## src/rtl/machine_timer.sv

```systemverilog
// rtl/machine_timer.sv - memory-mapped RISC-V mtime/mtimecmp timer with prescaler and interrupt pulse
module machine_timer #(
  parameter int          DW      = 32,
  parameter int          PRESC_W = 8,
  parameter logic [63:0] CMP_RST = 64'hFFFF_FFFF_FFFF_FFFF
) (
  input  logic          clk_i,
  input  logic          rst_i,
  input  logic          cs,
  input  logic          we,
  input  logic [3:0]    mask,
  input  logic [2:0]    addr_i,
  input  logic [DW-1:0] wdata_i,
  output logic [DW-1:0] rdata_o,
  output logic          t_intr
);
  localparam logic [2:0] A_MTIME_LO = 3'd0;
  localparam logic [2:0] A_MTIME_HI = 3'd1;
  localparam logic [2:0] A_CMP_LO   = 3'd2;
  localparam logic [2:0] A_CMP_HI   = 3'd3;
  localparam logic [2:0] A_CTRL     = 3'd4;
  localparam logic [2:0] A_STATUS   = 3'd5;

  logic [63:0]        mtime;
  logic [63:0]        mtimecmp;
  logic               en;
  logic [PRESC_W-1:0] presc;
  logic [PRESC_W-1:0] pcnt;
  logic               pending;
  logic               match_q;

  logic               wr;
  logic               tick;
  logic               match;
  logic               fire;
  logic [DW-1:0]      bit_mask;
  logic [DW-1:0]      ctrl_word;
  logic               en_next;
  logic [PRESC_W-1:0] presc_next;

  function automatic logic [DW-1:0] merge(input logic [DW-1:0] old_val);
    return (old_val & ~bit_mask) | (wdata_i & bit_mask);
  endfunction

  always_comb begin
    wr       = cs && we;
    tick     = en && (pcnt == presc);
    match    = mtime >= mtimecmp;
    fire     = en && match && !match_q;
    bit_mask = {{8{mask[3]}}, {8{mask[2]}}, {8{mask[1]}}, {8{mask[0]}}};
  end

  always_comb begin
    ctrl_word              = '0;
    ctrl_word[0]           = en;
    ctrl_word[8 +: PRESC_W] = presc;
    en_next                = mask[0] ? wdata_i[0] : en;
    presc_next             = (presc & ~bit_mask[8 +: PRESC_W]) |
                             (wdata_i[8 +: PRESC_W] & bit_mask[8 +: PRESC_W]);
  end

  always_ff @(posedge clk_i) begin
    if (rst_i) begin
      mtime    <= '0;
      mtimecmp <= CMP_RST;
      en       <= 1'b0;
      presc    <= '0;
      pcnt     <= '0;
      pending  <= 1'b0;
      match_q  <= 1'b0;
      t_intr   <= 1'b0;
    end else begin
      if (wr && addr_i == A_CTRL) begin
        en    <= en_next;
        presc <= presc_next;
        pcnt  <= '0;
      end else if (en) begin
        pcnt <= tick ? '0 : pcnt + PRESC_W'(1);
      end

      // a bus write to either half wins over the tick; the other half keeps its pre-increment value
      if (wr && addr_i == A_MTIME_LO)
        mtime <= {mtime[63:32], merge(mtime[31:0])};
      else if (wr && addr_i == A_MTIME_HI)
        mtime <= {merge(mtime[63:32]), mtime[31:0]};
      else if (tick)
        mtime <= mtime + 64'd1;

      if (wr && addr_i == A_CMP_LO)
        mtimecmp[31:0] <= merge(mtimecmp[31:0]);
      if (wr && addr_i == A_CMP_HI)
        mtimecmp[63:32] <= merge(mtimecmp[63:32]);

      match_q <= en && match;
      t_intr  <= fire;

      if (fire)
        pending <= 1'b1;
      else if (wr && addr_i == A_STATUS && mask[0] && wdata_i[0])
        pending <= 1'b0;
    end
  end

  always_comb begin
    rdata_o = '0;
    if (cs && !we) begin
      case (addr_i)
        A_MTIME_LO: rdata_o = mtime[31:0];
        A_MTIME_HI: rdata_o = mtime[63:32];
        A_CMP_LO:   rdata_o = mtimecmp[31:0];
        A_CMP_HI:   rdata_o = mtimecmp[63:32];
        A_CTRL:     rdata_o = ctrl_word;
        A_STATUS:   rdata_o = {{(DW-1){1'b0}}, pending};
        default:    rdata_o = '0;
      endcase
    end
  end
endmodule

```

## config.mk

```make
export PLATFORM = sky130hd
export DESIGN_NAME = machine_timer
export DESIGN_NICKNAME = d
export VERILOG_FILES = /design/src/rtl/machine_timer.sv
export SDC_FILE = /design/constraint.sdc
export NUM_CORES = 1
export LEC_CHECK = 0
export BUFFER_PORTS_ARGS = -buffer_cell sky130_fd_sc_hd__buf_2
export CORE_MARGIN = 2
export CORE_UTILIZATION = 47
export DETAILED_ROUTE_END_ITERATION = 12
export GPL_TIMING_DRIVEN = 0
export PLACE_DENSITY = 0.68
export SLEW_MARGIN = 0
export SYNTH_ARGS = -nofsm -noshare
export SYNTH_HDL_FRONTEND = slang
export SYNTH_SLANG_ARGS = --single-unit
export TNS_END_PERCENT = 30
```

## constraint.sdc

```tcl
create_clock -name clk_i -period 6.29 [get_ports clk_i]
set_input_delay 0.3145 -clock clk_i [delete_from_list [all_inputs] [get_ports clk_i]]
set_output_delay 0.3145 -clock clk_i [all_outputs]
set_load 0.005 [all_outputs]
```

==> key figures <==
Status
  • Outcome: finished clean

Clock network
  • # clock sinks: 148
  • Clk root buf: clkbuf_16
  • Clk slew on worst S/H paths: 0.07 ns
  • Resized Gates After CTS: 0
  • Latest clock arrival within the worst-skew pair: 0.44 ns
  • # Post-CTS Setup Buffers: 0
  • CTS tree: done
  • Cts bufs inserted: 17
  • CTS Buffer Depth: 2
  • H-tree depth: 4
  • Hold buffer count at cts: 0

Timing
  • Crit share post-route: 0.5735
  • Final Max Slew Viols: 0
  • Endpoints failing hold: 0
  • RSZ-0062 raised after global routing: false
  • Worst Max-Slew Pin Slew: 1.029 ns
  • Setup ws final: 2.683 ns
  • Final setup violation count: 0
  • WHS: 0.1770 ns
  • Setup Skew: 0.01654 ns
  • Max-slew headroom: 0.3104
  • FMAX: 277.2 MHz
  • TNS Setup: 0 ns
  • Fin crit period: 3.607 ns

Pwr
  • Switching pwr: 659.7 uW
  • P_int: 1579 uW
  • Sw frac: 0.2947
  • Pwr dens: 196.6 nW/um2
  • Comb pwr share: 0.098
  • Leak: 0.004930 uW
  • Maximum vdd drop: 0.0001448 V
  • Clk pwr share: 0.470
  • Sequential power share: 0.432

GRT
  • Initial antenna violation count: 0
  • GRT overflow: 0
  • Largest net degree at the start of global routing: 17
  • GR Util All Layers: 0.3746
  • Vias in the first global route: 10422
  • First-pass GRT wire length: 62.83 mm

Setup path
  • Crit. End Element: flop
  • R2R Setup Slk: 2.72 ns
  • Startpoint types: input port
  • Critical R2R Capture: pending$_SDFFE_PP0P_
  • Crit Path Class: in2reg
  • CP Max Fanout: 10
  • Worst Setup SP: addr_i[0]
  • Arr. time, crit path: 3.93 ns
  • Worst-case reg-to-reg path depth: 8
  • CP required: roughly 6.6 ns

Floorplan
  • Initial Util: 0.4787
  • Core ar.: 21020 um2
  • # IOs: 76
  • Die ar.: 22600 um2
  • Die Y: 150.3 um
  • Cell row count: 53
  • Die width: 150.3 um

Placement
  • GP Congestion: 1.062
  • Port Buffers: 74
  • Place WS: between 2 and 2.5 ns
  • HPWL Detailed: ~32 mm

Drt
  • DR vias/cell: 6.661
  • Wire per inst: approximately 25 um
  • Total number of vias: 11391
  • Drt pass-1 iters: 8
  • Final routed DRC violation total: 0
  • Antenna viol nets, final: 0
  • Initial DRC count: 1555
  • Detailed Route WL: between 40 and 50 mm

Min path
  • HP Class: in2reg
  • Hold Path Stages: 3

Synthesis
  • Synth unique cells: 67
  • Syn Std Cell Area: 10060 um2
  • Sequential fraction of the synthesis area: 0.2944
  • Synth Flop Type: dfxtp_1
  • Area share of the largest cell type after synthesis: 0.2944
  • Synth area leaders: dfxtp_1, ha_1, a21oi_1
  • Synthesis-stage register bit count: 148
  • EDFF count, synth: 0
  • Post-Syn Nets: 1436
  • Largest area contributor in the netlist: dfxtp_1
  • Commonest cells post-synth: dfxtp_1, a21oi_1, nand2_1, nor2_1, and3_1
  • Ys async rst share: 0
  • Warnings, synthesis: 0
  • Post-Syn Instances: 1327
  • Avg Cell Area, Syn: 7.584 um2
  • Most frequent cell after synthesis: dfxtp_1

Finish
  • Layout fillers: 2071
  • Layout cells sized above 1: 0.09547
  • Layout Nets: 1531
  • Ant diodes: 0
  • Layout overhead on the synthesized area: 13.14%

Flow run
  • MaxCap Viol Count: 0
-- worst min path at each step --
| stage | from | endpoint | slack, ns |
|---|---|---|---|
| after floorplan | match_q$_SDFF_PP0_ | t_intr$_SDFF_PP0_ | 0.38 |
| after global placement | match_q$_SDFF_PP0_ | t_intr$_SDFF_PP0_ | 0.44 |
| after detailed placement | match_q$_SDFF_PP0_ | t_intr$_SDFF_PP0_ | 0.45 |
| after CTS | wdata_i[1] | flop | 0.17 |
| after global routing | wdata_i[2] | flop | 0.19 |
| final | wdata_i[1] | flop | 0.18 |
-- placed cells by master (no fill, tap or decap), types with 6 or more instances in the layout --
cell and count:
nor3_1 37, nor4_1 10, nand4_1 39, nand2_1 113, dfxtp_1 148, and3_1 82, clkbuf_1 73, clkbuf_16 17
or3_1 6, buf_2 80, a211o_1 64, nand2b_1 7, inv_6 8, a21oi_1 141, inv_1 77, o21ai_0 70
a221oi_1 10, o31ai_1 6, a31oi_1 16, mux2i_1 12, a211oi_1 17, ha_1 66, nand3b_1 8, xnor2_1 14
a22oi_1 55, and2_1 11, nor2_1 95, nand3_1 47
-- per-layer routing --
metal  GRT usage  routed length (um)  up-vias
li1            -                   -     5140
met2      0.5702               18180      743
met3     0.09030                4993      111
met5           0                   0        -
met1      0.5126               17470     5397
met4      0.1410                1566        0
-- power groups by stage --
stage | Combinational (uW) | Sequential, uW | Clock (uW)
after floorplan | 114 | 982 | 0
after global placement | 207 | 989 | 0
after detailed placement | 209 | 989 | 0
after CTS | 210 | 968 | 1050
after global routing | 232 | 970 | 1080
final | 219 | 968 | 1050
-- cell families (layout without fill, tap and decap cells) --
kind of cell / after synthesis / in the layout / synth area share
simple gates: 489 / 489 / 0.2503
compound gates: 429 / 429 / 0.2781
buf+inv: 160 / 268 / 0.06105
flops: 148 / 148 / 0.2944
fa+ha+maj: 66 / 66 / 0.08206
xor+xnor: 19 / 19 / 0.01654
mux: 16 / 16 / 0.01753
-- layout make-up --
| class | count | area, um2 | share of cell area |
|---|---|---|---|
| Buffer | 83 | 325.3 | 0.02857 |
| Clock buffer | 17 | 425.4 | 0.03736 |
| Clock inverter | 15 | 160.2 | 0.01407 |
| Inverter | 77 | 289.0 | 0.02538 |
| Multi-Input combinational cell | 1019 | 6496 | 0.5706 |
| Sequential cell | 148 | 2963 | 0.2602 |
| Tap cell | 275 | 344.1 | 0.03022 |
| Timing Repair Buffer | 76 | 382.9 | 0.03363 |
-- stage by stage --
| step | cells | utilization | total power, uW | instance area, um2 |
|---|---|---|---|---|
| after floorplan | 1327 | - | 1097 | 10060 |
| after global placement | 1676 | 0.5127 | 1196 | 10780 |
| after detailed placement | 1678 | 0.5138 | 1198 | 10800 |
| after CTS | 1710 | 0.5416 | 2227 | 11390 |
| after global routing | 1710 | 0.5416 | 2287 | 11390 |
| final | 1710 | 0.5416 | 2239 | 11390 |
-- worst max-delay path, stage by stage --
cell and delay (ns):
buf_2 0.11, clkbuf_1 0.26, nor3_1 0.80, buf_4 0.29, and3_1 0.16, clkbuf_1 0.47
clkbuf_1 0.70, nand2_1 0.43, a211o_1 0.38
Note: power is estimated with default switching activity, not from simulation.
